`config.mk`:
```
export PLATFORM = sky130hd
export DESIGN_NAME = pipe_ctrl_gen
export DESIGN_NICKNAME = d
export VERILOG_FILES = /design/src/rtl/pipe_ctrl_gen.sv
export SDC_FILE = /design/constraint.sdc
export NUM_CORES = 1
export LEC_CHECK = 0
export BUFFER_PORTS_ARGS = -buffer_cell sky130_fd_sc_hd__buf_4
export CORE_ASPECT_RATIO = 1.25
export CORE_MARGIN = 2
export CORE_UTILIZATION = 43
export DETAILED_ROUTE_END_ITERATION = 7
export GPL_ROUTABILITY_DRIVEN = 0
export PLACE_DENSITY = 0.67
export SETUP_SLACK_MARGIN = 0.05
export SYNTH_ARGS = -nofsm -noshare
export SYNTH_HDL_FRONTEND = slang
export SYNTH_SLANG_ARGS = --single-unit
```
`constraint.sdc`:
```
create_clock -name clk -period 4.5 [get_ports clk]
set_input_delay 0.225 -clock clk [delete_from_list [all_inputs] [get_ports clk]]
set_output_delay 0.225 -clock clk [all_outputs]
set_load 0.01 [all_outputs]
```
`src/rtl/pipe_ctrl_gen.sv`:
```
// Pipeline control unit: arbitrates stage stall requests, bus stalls and CP0 exceptions
// into a registered stall mask, flush pulse and redirect PC. Exceptions raised during a bus stall are deferred.
module pipe_ctrl_gen #(
    parameter int              NSTAGE       = 6,
    parameter int              AW           = 32,
    parameter logic [AW-1:0]   EXC_VEC      = 32'hbfc00380,
    parameter int              FLUSH_CYCLES = 1,
    parameter int              CNT_W        = 32
) (
    input  logic              clk,
    input  logic              rst,
    input  logic [NSTAGE-1:0] stallreq_i,
    input  logic              mem_stall_i,
    input  logic [31:0]       excepttype_i,
    input  logic [AW-1:0]     cp0_epc_i,
    input  logic              stat_clr_i,
    output logic [NSTAGE-1:0] stall_o,
    output logic              flush_o,
    output logic              redirect_o,
    output logic [AW-1:0]     new_pc_o,
    output logic              pend_o,
    output logic [CNT_W-1:0]  stall_cnt_o
);

    localparam logic [31:0]        ERET_CODE  = 32'he;
    localparam logic [NSTAGE-1:0]  BUS_MASK   = {1'b0, {(NSTAGE-1){1'b1}}};
    localparam int                 FCW        = (FLUSH_CYCLES > 1) ? $clog2(FLUSH_CYCLES) : 1;
    localparam logic [FCW-1:0]     FLUSH_LAST = FCW'(FLUSH_CYCLES - 1);

    typedef enum logic [1:0] {
        S_RUN,
        S_PEND,
        S_FLUSH
    } state_t;

    state_t            state_q;
    logic [NSTAGE-1:0] stall_q;
    logic              flush_q;
    logic              redirect_q;
    logic [AW-1:0]     new_pc_q;
    logic              pend_q;
    logic [31:0]       code_q;
    logic [AW-1:0]     epc_q;
    logic [FCW-1:0]    fcnt_q;
    logic [CNT_W-1:0]  stall_cnt_q;

    logic [NSTAGE-1:0] req_mask_d;
    logic [AW-1:0]     live_target_d;
    logic [AW-1:0]     pend_target_d;
    logic              exc_d;
    logic              unused_req_ends;

    // A request at stage h freezes h and every earlier stage; PC and WB request bits carry no meaning.
    assign req_mask_d[NSTAGE-1] = 1'b0;
    assign req_mask_d[0]        = |stallreq_i[NSTAGE-2:1];
    generate
        for (genvar gi = 1; gi <= NSTAGE - 2; gi++) begin : g_mask
            assign req_mask_d[gi] = |stallreq_i[NSTAGE-2:gi];
        end
    endgenerate
    assign unused_req_ends = stallreq_i[0] ^ stallreq_i[NSTAGE-1];

    assign exc_d         = (excepttype_i != 32'd0);
    assign live_target_d = (excepttype_i == ERET_CODE) ? cp0_epc_i : EXC_VEC;
    assign pend_target_d = (code_q == ERET_CODE) ? epc_q : EXC_VEC;

    always_ff @(posedge clk or posedge rst) begin
        if (rst) begin
            state_q    <= S_RUN;
            stall_q    <= '0;
            flush_q    <= 1'b0;
            redirect_q <= 1'b0;
            new_pc_q   <= '0;
            pend_q     <= 1'b0;
            code_q     <= '0;
            epc_q      <= '0;
            fcnt_q     <= '0;
        end else begin
            case (state_q)
                S_RUN: begin
                    if (exc_d && mem_stall_i) begin
                        state_q    <= S_PEND;
                        code_q     <= excepttype_i;
                        epc_q      <= cp0_epc_i;
                        stall_q    <= BUS_MASK;
                        pend_q     <= 1'b1;
                        flush_q    <= 1'b0;
                        redirect_q <= 1'b0;
                        new_pc_q   <= '0;
                    end else if (exc_d) begin
                        state_q    <= S_FLUSH;
                        fcnt_q     <= FLUSH_LAST;
                        stall_q    <= '0;
                        pend_q     <= 1'b0;
                        flush_q    <= 1'b1;
                        redirect_q <= 1'b1;
                        new_pc_q   <= live_target_d;
                    end else begin
                        stall_q    <= mem_stall_i ? BUS_MASK : req_mask_d;
                        pend_q     <= 1'b0;
                        flush_q    <= 1'b0;
                        redirect_q <= 1'b0;
                        new_pc_q   <= '0;
                    end
                end
                S_PEND: begin
                    if (mem_stall_i) begin
                        stall_q <= BUS_MASK;
                        pend_q  <= 1'b1;
                    end else begin
                        // Redirect uses the EPC captured when the exception arrived, not the live one.
                        state_q    <= S_FLUSH;
                        fcnt_q     <= FLUSH_LAST;
                        stall_q    <= '0;
                        pend_q     <= 1'b0;
                        flush_q    <= 1'b1;
                        redirect_q <= 1'b1;
                        new_pc_q   <= pend_target_d;
                    end
                end
                S_FLUSH: begin
                    stall_q    <= '0;
                    redirect_q <= 1'b0;
                    if (fcnt_q == '0) begin
                        state_q  <= S_RUN;
                        flush_q  <= 1'b0;
                        new_pc_q <= '0;
                    end else begin
                        fcnt_q <= fcnt_q - 1'b1;
                    end
                end
                default: begin
                    state_q    <= S_RUN;
                    stall_q    <= '0;
                    flush_q    <= 1'b0;
                    redirect_q <= 1'b0;
                    new_pc_q   <= '0;
                    pend_q     <= 1'b0;
                end
            endcase
        end
    end

    always_ff @(posedge clk or posedge rst) begin
        if (rst) begin
            stall_cnt_q <= '0;
        end else if (stat_clr_i) begin
            stall_cnt_q <= '0;
        end else if ((stall_q != '0) && (stall_cnt_q != '1)) begin
            stall_cnt_q <= stall_cnt_q + 1'b1;
        end
    end

    assign stall_o     = stall_q;
    assign flush_o     = flush_q;
    assign redirect_o  = redirect_q;
    assign new_pc_o    = new_pc_q;
    assign pend_o      = pend_q;
    assign stall_cnt_o = stall_cnt_q;

endmodule

```
==> flow_summary.toml <==
[status]
outcome = "finished, final reports clean"

[floorplan]
io_pins = 147
dieArea_um2 = 15600
core_um2 = 14300
floorplan.initialDensity = 0.437
die_w_um = 112
fp.dieH_um = 139
num_rows = 49

[sta]
setup_viol = 0
hold_violations = 0
drv_slew = 0
finalCriticalPeriod_ps = 2480
skew_ps = 7.37
worstMarginPinSlew_ps = 1250
fmax_mhz = 403
post-route-period-util = 0.551
rsz0062_at_grt = "false"
slew_headroom = 0.157
tns_ps = 0

[logic_synthesis]
synth.net_count = 626
yosys_warnings = 0
async_reset_ff_frac = 1.00
ys_ff_latch = 136
syn_area_um2 = 6270
ys_types = 46
synth_edf_count = 0
synth-main-ff-cell = "dfrtp_1"
syn_avg_cell_area_um2 = 11.4
synth-seq-area-share = 0.543
synthCells = 551

[clock_tree]
cts.path.max_buffers = 2
cts-htree-levels = 4
insertion_delay_ps = 420
cts-root-buf = "clkbuf_16"
clkTransAtPathRegs_ps = 60
numCtsBuffers = 17
ctsResizeCount = 0
cts_tree = "done"
clkSinkCount = 136

[drt]
num_vias = 4949
drcViolationCount = 0
firstDrtPassIters = 4
ant_nets = 0
totalWireLength_um = 15500
vias_per_cell = 5.62
detail_route.wl_per_cell_um = 17.6
drt_first_iter_violations = 293

[grt]
grt_use_total = 0.204
use_met2 = 0.337
top_usage_layer = "met2"
use_met3 = 0.0691
use_met1 = 0.248
grt_pass1_wl_um = 25400
grt_overflow = 0
grt_antenna_before_repair = 0
grt_pass1_vias = 4998
grt_max_degree = 55

[final_layout]
nets = 764
drive_above_1_share = 0.379
area_delta_synth_final_pct = 29.4
antenna_cells = 0
stdcell_area_um2 = 8110

[worst_setup_path]
cp_slowest_stage_delay_ps = 740
crit_family = "simple AND/OR/NAND/NOR gates"
crit_start = "stall_cnt_o[12]"
worst_r2r_startpoint = "stall_cnt_o[12]"
rrSetupSlack_ps = 2020
cp.buffers_inverters = 0
slowest_stage = "nor4_1"
crit_chain = "nand4_2, nor4_1, a31oi_1, nand4_1, mux2_2"
crit_path_start_kind = "register"
cp.arrival_ps = 2780
worstSetupPathType = "register to register"
cp-end-kind = "register"
worst-path-max-fanout = 7
required_ps = 4800

[placement]
port_buffers = 143
dp_hpwl_um = 10600
placed_cell_area_um2 = 7490

[power_and_ir_drop]
p_leak_nw = 3.60
ir_drop_mv = 0.260
power-per-cell-area_nw_per_um2 = 406

[min_path]
hold_class = "input port to register"
hp-start = "cp0_epc_i[19]"

[run]
maxCapViolCount = 0
==> through the flow <==
stage	hold WS [ps]	instances	total power [mW]	worst slack, ps	util
after floorplan	353	551	1.72	636	-
after global placement	294	847	1.87	1800	0.522
after detailed placement	296	847	1.90	1750	0.522
after CTS	30.3	880	3.33	2080	0.565
after global routing	30.4	880	3.44	1810	0.565
final	46.9	880	3.29	2020	0.565
==> kinds of logic after synthesis <==
family	after synthesis	synth area share
AND/OR/NAND/NOR	182	0.162
flip-flops	136	0.543
AO/OA/AOI/OAI	99	0.110
multiplexers	71	0.127
buffers and inverters	49	0.0377
XOR/XNOR	12	0.0168
adder cells (fa/ha/maj)	1	0.00200
other	1	0.000598
==> sequential cells by signal (all words and copies together) (netlist names) <==
signal and cells:
redirect_o 1, new_pc_o 32, stall_cnt_o 32, state_q 2
code_q 32, epc_q 32, pend_o 1, stall_o 4
==> repair_timing <==
action / 4_1_cts / 5_1_grt
hold buffers: 1 / 0
endpoints found under the setup margin: 0 / 0
endpoints found under the hold margin: 37 / 0
buffers inserted: 0 / 0
==> cells in the final DEF, fill, tap and decap left out, drive strengths merged, types with 14 or more instances in the layout <==
cell type  netlist  routed
nand3           29      29
o21ai           34      34
buf             13     153
nor4            20      20
inv             14      14
clkbuf          22      20
and2            23      23
dfrtp          136     136
a221o           20      20
nand2           24      24
mux2            70      70
nor2            28      28
==> synthesized netlist by cell type, drive strengths merged (2+ instances only) <==
library cell,count,area share
a2111oi,3,0.0042
a211oi,3,0.0036
a21o,3,0.0036
a21oi,12,0.0096
a221o,20,0.032
a31oi,2,0.0020
and2,23,0.023
and3,3,0.0030
and4,5,0.0072
buf,13,0.016
clkbuf,22,0.013
dfrtp,136,0.54
inv,14,0.0084
mux2,70,0.13
nand2,24,0.014
nand2b,4,0.0040
nand3,29,0.023
nand4,10,0.011
nor2,28,0.017
nor2b,7,0.0070
nor3,7,0.0056
nor4,20,0.021
nor4b,4,0.0056
o211ai,2,0.0024
o21a,12,0.014
o21ai,34,0.027
o31ai,5,0.0060
or2,2,0.0020
or3,6,0.0060
or4,9,0.011
xnor2,12,0.017
==> final cells by class <==
| type | count | area [µm²] |
|---|---|---|
| Sequential cell | 136 | 3400 |
| Timing Repair Buffer | 154 | 1170 |
| Fill cell | 1251 | 6230 |
| Clock inverter | 12 | 150 |
| Multi-Input combinational cell | 366 | 2650 |
| Inverter | 14 | 55.1 |
| Clock buffer | 20 | 457 |
| Tap cell | 178 | 223 |
==> worst paths after layout <==
kind                              endpoint  cells past startpoint
setup / recovery            stall_cnt_o[9]                      5
setup reg to reg            stall_cnt_o[9]                      5
hold reg to reg               new_pc_o[28]                      2
min in group asynchronous  stall_cnt_o[13]                      3
max in group asynchronous         epc_q[8]                      4
hold / removal                new_pc_o[19]                      2
==> report_power, final <==
part	internal (mW)	switching, mW	leakage [nW]
Combinational	0.221	0.173	1.59
Sequential	1.39	0.0890	1.72
Clock	0.898	0.529	0.292
==> worst reg2reg max path: stages, from the launching register on <==
cell and delay [ps]:
dfrtp_1 460, nand4_2 220, nor4_1 740, a31oi_1 400
nand4_1 210, mux2_2 340
==> per-layer routing <==
layer	up-vias	routed length (µm)
met2	165	7740
met3	29	1130
met4	0	345
met1	2455	6280
met5	-	0
li1	2300	-
(Power assumes the default switching activity.)
